`config.mk`:
```
export PLATFORM = sky130hd
export DESIGN_NAME = cirno9_tohost_monitor
export DESIGN_NICKNAME = d
export VERILOG_FILES = /design/src/rtl/cirno9_tb_pkg.sv /design/src/rtl/cirno9_sat_counter.sv /design/src/rtl/cirno9_tohost_monitor.sv
export SDC_FILE = /design/constraint.sdc
export NUM_CORES = 1
export LEC_CHECK = 0
export BUFFER_PORTS_ARGS = -buffer_cell sky130_fd_sc_hd__buf_2
export CAP_MARGIN = 5
export CORE_UTILIZATION = 40
export DETAILED_ROUTE_END_ITERATION = 16
export PLACE_DENSITY = 0.66
export SETUP_SLACK_MARGIN = 0.15
export SYNTH_ARGS = -nofsm -noshare
export SYNTH_HDL_FRONTEND = slang
export SYNTH_SLANG_ARGS = --single-unit
```
`constraint.sdc`:
```
create_clock -name clk -period 2.3 [get_ports clk]
set_input_delay 0.345 -clock clk [delete_from_list [all_inputs] [get_ports clk]]
set_output_delay 0.345 -clock clk [all_outputs]
set_load 0.05 [all_outputs]
```
`src/rtl/cirno9_tb_pkg.sv`:
```
// Shared encodings and defaults for the cirno9 end-of-test monitor.
package cirno9_tb_pkg;

  typedef enum logic [1:0] {
    IDLE = 2'd0,
    RUN  = 2'd1,
    DONE = 2'd2,
    TMO  = 2'd3
  } state_t;

  localparam logic [31:0] DEFAULT_TOHOST_ADDR = 32'h8000_003c;
  localparam logic [31:0] PASS_T3             = 32'd1;

endpackage

```
`src/rtl/cirno9_sat_counter.sv`:
```
// Up-counter that sticks at all-ones instead of wrapping; clr and rst both clear it.
module cirno9_sat_counter #(
  parameter int W = 32
) (
  input  logic         clk,
  input  logic         rst,
  input  logic         clr,
  input  logic         inc,
  output logic [W-1:0] cnt
);

  always_ff @(posedge clk) begin
    if (rst || clr) begin
      cnt <= '0;
    end else if (inc && (cnt != {W{1'b1}})) begin
      cnt <= cnt + 1'b1;
    end
  end

endmodule

```
`src/rtl/cirno9_tohost_monitor.sv`:
```
// Watches the core for the riscv-tests tohost spin loop and latches a PASS/FAIL/TIMEOUT verdict.
module cirno9_tohost_monitor
  import cirno9_tb_pkg::*;
#(
  parameter logic [31:0] TOHOST_ADDR = DEFAULT_TOHOST_ADDR,
  parameter int          HIT_COUNT   = 3,
  parameter int          TIMEOUT     = 2500,
  parameter int          CNT_W       = 32
) (
  input  logic             clk,
  input  logic             rst,
  input  logic [31:0]      pc_i,
  input  logic             retire_i,
  input  logic [31:0]      t3_i,
  output logic [CNT_W-1:0] cycle_cnt_o,
  output logic [CNT_W-1:0] instr_cnt_o,
  output logic             done_o,
  output logic             pass_o,
  output logic             fail_o,
  output logic             timeout_o,
  output logic [31:0]      t3_o,
  output state_t           state_o
);

  localparam int HW = (HIT_COUNT < 1) ? 1 : $clog2(HIT_COUNT + 1);
  localparam logic [HW-1:0] HIT_LAST = HW'(HIT_COUNT - 1);
  // Timeout compare is done at 64 bits so a narrow counter can never alias a large TIMEOUT.
  localparam logic [63:0] TMO_LAST = 64'(TIMEOUT) - 64'd1;

  state_t        state;
  logic [HW-1:0] hits;
  logic          running;
  logic          match;
  logic          end_hit;
  logic          tmo_hit;
  logic [63:0]   cycle_ext;

  assign running   = (state == RUN);
  assign match     = running && (pc_i == TOHOST_ADDR);
  assign end_hit   = match && (hits == HIT_LAST);
  assign cycle_ext = 64'(cycle_cnt_o);
  assign tmo_hit   = running && (TIMEOUT != 0) && (cycle_ext == TMO_LAST);
  assign state_o   = state;

  cirno9_sat_counter #(.W(CNT_W)) u_cycle_cnt (
    .clk (clk),
    .rst (rst),
    .clr (state == IDLE),
    .inc (running),
    .cnt (cycle_cnt_o)
  );

  cirno9_sat_counter #(.W(CNT_W)) u_instr_cnt (
    .clk (clk),
    .rst (rst),
    .clr (state == IDLE),
    .inc (running && retire_i),
    .cnt (instr_cnt_o)
  );

  always_ff @(posedge clk) begin
    if (rst) begin
      state     <= IDLE;
      hits      <= '0;
      done_o    <= 1'b0;
      pass_o    <= 1'b0;
      fail_o    <= 1'b0;
      timeout_o <= 1'b0;
      t3_o      <= '0;
    end else begin
      case (state)
        IDLE: begin
          state <= RUN;
          hits  <= '0;
        end
        RUN: begin
          if (match) begin
            hits <= hits + 1'b1;
          end
          // An ending hit on the timeout cycle still counts as a normal end.
          if (end_hit) begin
            state  <= DONE;
            done_o <= 1'b1;
            pass_o <= (t3_i == PASS_T3);
            fail_o <= (t3_i != PASS_T3);
            t3_o   <= t3_i;
          end else if (tmo_hit) begin
            state     <= TMO;
            done_o    <= 1'b1;
            fail_o    <= 1'b1;
            timeout_o <= 1'b1;
            t3_o      <= t3_i;
          end
        end
        default: begin
          state <= state;
        end
      endcase
    end
  end

endmodule
```
After elaboration in Yosys (flattened, before gate mapping). Cells that the tools add are included.

Bits in registers: 104. Latch bits: 0. Memory bits (writable): 0. Bits in read-only memories: 0. Bits of input ports: 67. Output and inout bits: 102. Logic and storage cells: 48. Memories: 0.

$add $sub $neg: 3. Multipliers: 0. Divide/modulo/power cells: 0. $lt $le $gt $ge: 0. Equality and inequality tests: 10. Shift operators: 0. Muxes and demuxes: 10. Bitwise operators: 1. Reduce and logical (&&, ||, !) cells: 15.

Operators with widths (number): $add 32x1->32 const B (2); $mux 32 (2); $ne 32x32->1 const B (2); $eq 32x1->1 const B (1); $eq 32x12->1 const B (1); $eq 32x32->1 const B (1); $ne 32x1->1 const B (1); $pmux 2 s2 (2); $reduce_and 2->1 (4); $logic_and 1x1->1 (6); $mux 2 (3); $reduce_bool 2->1 (2); $mux 1 (3); $ne 3x1->1 const B (1); $reduce_and 3->1 (1); $add 2x1->2 const B (1); $eq 2x1->1 const B (1); $eq 2x2->1 const B (1); $logic_not 2->1 (1); $ne 2x1->1 const B (1); $logic_or 1x1->1 (1); $not 1->1 (1).

Longest topological paths before layout.
Depth in word-level cells: 5. Gate-level depth with buffers: 8. Mapped depth without buffers: 6.

Cells and area by module. A second synthesis with hierarchy kept.

Cell total of the unflattened synthesis: 597. Area, all modules: 5571.6 sq um.

Modules (own cells, without submodules): cirno9_sat_counter (instances 2, cells each 189, area an instance 1681.6 sq um, sequential area each 640.6 sq um); cirno9_tohost_monitor (instances 1, cells each 219, area an instance 2208.4 sq um, sequential area each 800.8 sq um).

Worst setup path before layout. Ideal clock, no wire load.

Path kind: reg2reg. Start point: register u_cycle_cnt.cnt[0]. End point: register t3_o[27]. Library setup time: 0.132 ns. Arrival time: 2.281 ns. Data required time: 2.168 ns. Setup slack: -0.113 ns. Stages on the path, launching flop included: 9. Path buffers: 2. Period minus slack after synthesis: 2.413 ns. Path through: dfxtp_1 ha_1 nor4bb_1 nand4_1 or4_1 clkbuf_1 buf_2 nand3_1 a21oi_1.

Cells in the longest elaborated chain, start to end: 4.

RTL lines: start, declared (RTL line cirno9_sat_counter.sv:9) `output logic [W-1:0] cnt`; start signal, assigned (RTL line cirno9_sat_counter.sv:16) `cnt <= cnt + 1'b1;`; $eq 32x12->1 (RTL line cirno9_tohost_monitor.sv:42) `assign tmo_hit = running && (TIMEOUT != 0) && (cycle_ext == TMO_LAST);`; $logic_and 1x1->1 (RTL line cirno9_tohost_monitor.sv:42); $reduce_bool 2->1 (no line); $reduce_and 2->1 (no line); end signal, assigned (RTL line cirno9_tohost_monitor.sv:86) `t3_o <= t3_i;`; end signal, assigned (RTL line cirno9_tohost_monitor.sv:92) `t3_o <= t3_i;`; end, declared (RTL line cirno9_tohost_monitor.sv:21) `output logic [31:0] t3_o,`.

No other way between the ends. A chain may end at the register's enable or synchronous reset.

Worst setup path after layout.
Start point: register u_cycle_cnt.cnt[0]. End point: register t3_o[5].

Same word-level chain as after synthesis.

==> metrics.csv <==
stage,metric,value,unit
timing,# setup viols final,0,
hold_path,hold endpoint,t3_o[7],
placed_design,Post-DP HPWL,11.1,mm
run_status,outcome,completed,
hold_path,Cells on Worst Hold Path,3,
yosys,Mapped Area,0.00512,sq mm
timing,Pins Over Slew Limit,0,
power_and_ir_drop,leakage power,2.59,nW
global_route,initial antenna violation count,1,
clock_network,root buffer cell,clkbuf_16,
yosys,Synth Register Bits,104,
power_and_ir_drop,Cell Pwr Density,546,mW/mm^2
power_and_ir_drop,maximum vdd drop,294,uV
cells_and_area,layout cell share with drive strength beyond 1,34.6,%
die,Die Y,115,microns
global_route,first-pass GRT wire length,24.4,mm
timing,total negative setup slack,0,ps
setup_path,CP Cell Sequence,"ha_2, nor4bb_4, nand4_1, or4_4, clkbuf_16, nand3_1, a21oi_1",
setup_path,CP Class,reg2reg,
die,I/O pins,169,
routing,DR pass1 iterations,5,
die,Die Width,115,microns
cells_and_area,Layout Utilization,54.4,%
clock_network,Clock transition at path regs,70,ps
setup_path,r2r worst-path depth,7,
timing,Setup Skew,6.97,ps
setup_path,Crit path largest cell delay,560,ps
routing,"antenna viol nets, final",0,
yosys,Syn. warnings,0,
flow_run,Max-cap violations,0,
routing,detailed-route DRC error count,0,
setup_path,Crit path arrival time,2300,ps
yosys,dominant register cell in the synthesized netlist,dfxtp_1,
cells_and_area,Multi-input gate area,0.00288,sq mm
yosys,"Seq/Total Area, Yosys",40.7,%
clock_network,CTS tree,yes,
setup_path,R2R setup slack,220,ps
die,initial core utilization,41.7,%
cells_and_area,Reg area,0.00213,sq mm
routing,total wire length,15.6,mm
timing,RSZ-0062 raised after global routing,yes,
yosys,number of synthesized flops with an enable pin,0,
timing,Final Hold Violating Endpoints,0,
timing,fin crit period,2080,ps
global_route,largest net degree at the start of global routing,46,
cells_and_area,Final nets,858,
setup_path,CP max stage cell,or4_4,
yosys,syn avg cell area,8.26,sq um
clock_network,worst skew pair latency,350,ps
clock_network,deepest clock path buffer count,2,
clock_network,"Hold-fix buffers, CTS",0,
global_route,grt ovf,0,
cells_and_area,area grow syn2layout,30.4,%
clock_network,clock buffer count from CTS,9,
timing,worst slew pin tran,565,ps
global_route,vias in the first global route,5013,
clock_network,clk sink count,104,
die,core area,0.0123,sq mm
hold_path,HP Start,t3_i[7],
routing,drt initial violations,363,
hold_path,min-delay worst type,in2reg,
timing,Final period util,90.5,%
yosys,Yosys cell types,48,
setup_path,Crit. End Element,flop,
routing,wire per inst,16.2,microns
routing,vias per cell,5.77,
die,Core Rows,40,
yosys,Mapped Cells,620,
global_route,gr usage total,23.2,%
timing,maximum clock rate,0.481,GHz
yosys,"FFs w/ async S/R, synth",0,%
routing,overall via count from detail_route,5553,
timing,Slew Limit Headroom,62.2,%
yosys,syn nets,690,
die,Die Area,0.0133,sq mm
placed_design,Final GP Congestion,0.862,
cells_and_area,most frequent cells in the layout,"buf_2 (168), dfxtp_1 (77), a21oi_1 (66)",
setup_path,reg2reg start,u_cycle_cnt.cnt[0],
placed_design,I/O Buffers,168,
clock_network,H-tree Lvls,3,
cells_and_area,"most common cell after layout, fill and taps aside",buf_2,
setup_path,Worst Path Required,2520,ps
cells_and_area,Layout fillers,1177,
setup_path,r2r endpoint,t3_o[5],
setup_path,crit-path max FO,16,
setup_path,CP Launch Type,flop,
==> kinds of logic (layout without fill, tap and decap cells) <==
| kind of cell | after synthesis | in the layout | share of synthesized area, % |
|---|---|---|---|
| buffers and inverters | 46 | 219 | 4.23 |
| XOR/XNOR | 6 | 6 | 1.03 |
| adder cells (fa/ha/maj) | 3 | 3 | 0.733 |
| AO/OA/AOI/OAI | 178 | 178 | 20.6 |
| multiplexers | 9 | 9 | 1.81 |
| other | 0 | 1 | 0 |
| AND/OR/NAND/NOR | 274 | 274 | 31.0 |
| flip-flops | 104 | 104 | 40.7 |
==> layer usage <==
layer	track usage, %	wire [microns]	up-vias
li1	-	-	2705
met1	28.8	6660	2644
met2	39.0	7760	181
met3	4.74	890	23
met4	10.2	309	0
met5	0	0	-
==> flip-flops by register name, summed over array words and instances, names as in the netlist <==
register / count
timeout_o: 1
u_instr_cnt.cnt: 32
hits: 2
fail_o: 1
state_o: 2
pass_o: 1
t3_o: 32
u_cycle_cnt.cnt: 32
done_o: 1
==> synthesized netlist by cell type, types with 9 or more instances <==
| master | number | area share [%] |
|---|---|---|
| a21oi_1 | 66 | 6.5 |
| a21oi_2 | 10 | 1.7 |
| and3_1 | 13 | 1.6 |
| buf_2 | 11 | 1.1 |
| clkbuf_1 | 24 | 1.8 |
| dfxtp_1 | 104 | 41 |
| nand2_1 | 43 | 3.2 |
| nand3_1 | 56 | 5.5 |
| nand4_1 | 26 | 3.2 |
| nor2_1 | 23 | 1.7 |
| nor4_1 | 23 | 2.8 |
| o211ai_1 | 9 | 1.3 |
| o21ai_0 | 55 | 5.4 |
| o31ai_1 | 16 | 2.3 |
| or3_1 | 34 | 4.2 |
| or4_1 | 18 | 2.6 |
==> stage by stage <==
step           hold WS (ps)  area [sq um]  std cells  worst slack, ps  power [mW]
2_1_floorplan           507          5160        620              152        1.92
3_3_place_gp            437          6240        941              162        2.01
3_5_place_dp            452          6240        941             77.7        2.01
4_1_cts                 257          6580        957              159        3.68
5_1_grt                 270          6680        962             25.9        3.78
6_report                266          6680        962              219        3.65
==> cell type report <==
cell class,count,share of cell area [%]
Clock inverter,5,1.18
Antenna cell,1,0.0375
Timing Repair Buffer,196,16.6
Multi-Input combinational cell,470,43.1
Inverter,7,0.394
Sequential cell,104,31.8
Tap cell,168,3.15
Clock buffer,11,3.64
==> power by group <==
part           internal, mW  switching (mW)  total, mW
clock network         0.985           0.688       1.67
logic                0.0682           0.102      0.170
registers              1.80         0.00518       1.80
total                  2.85           0.795       3.65
==> worst max-delay path: cells and delay by family, from the launching register on <==
kind	cells	cell delay [ps]
AO/OA/AOI/OAI	1	70
adder cells (fa/ha/maj)	1	200
buffers and inverters	1	200
flip-flops	1	370
AND/OR/NAND/NOR	4	1110
==> what timing repair did <==
| item | in CTS | in global routing |
|---|---|---|
| setup buffers | 0 | 2 |
| cloned | 0 | 2 |
| endpoints found under the setup margin | 35 | 57 |
| gates resized for setup | 3 | 6 |
| pin swaps | 0 | 5 |
==> how the worst max path moves through the flow <==
stage | start | end | slack [ps] | cells past startpoint
after floorplan | u_cycle_cnt.cnt[25] | u_cycle_cnt.cnt[21] | 150 | 5
after global placement | u_cycle_cnt.cnt[0] | t3_o[19] | 160 | 7
after detailed placement | u_cycle_cnt.cnt[0] | t3_o[2] | 80 | 7
after CTS | u_cycle_cnt.cnt[0] | t3_o[26] | 160 | 8
after global routing | u_instr_cnt.cnt[0] | u_instr_cnt.cnt[24] | 30 | 7
final | u_cycle_cnt.cnt[0] | t3_o[5] | 220 | 7
No activity file was read; power rests on OpenSTA's default activity.
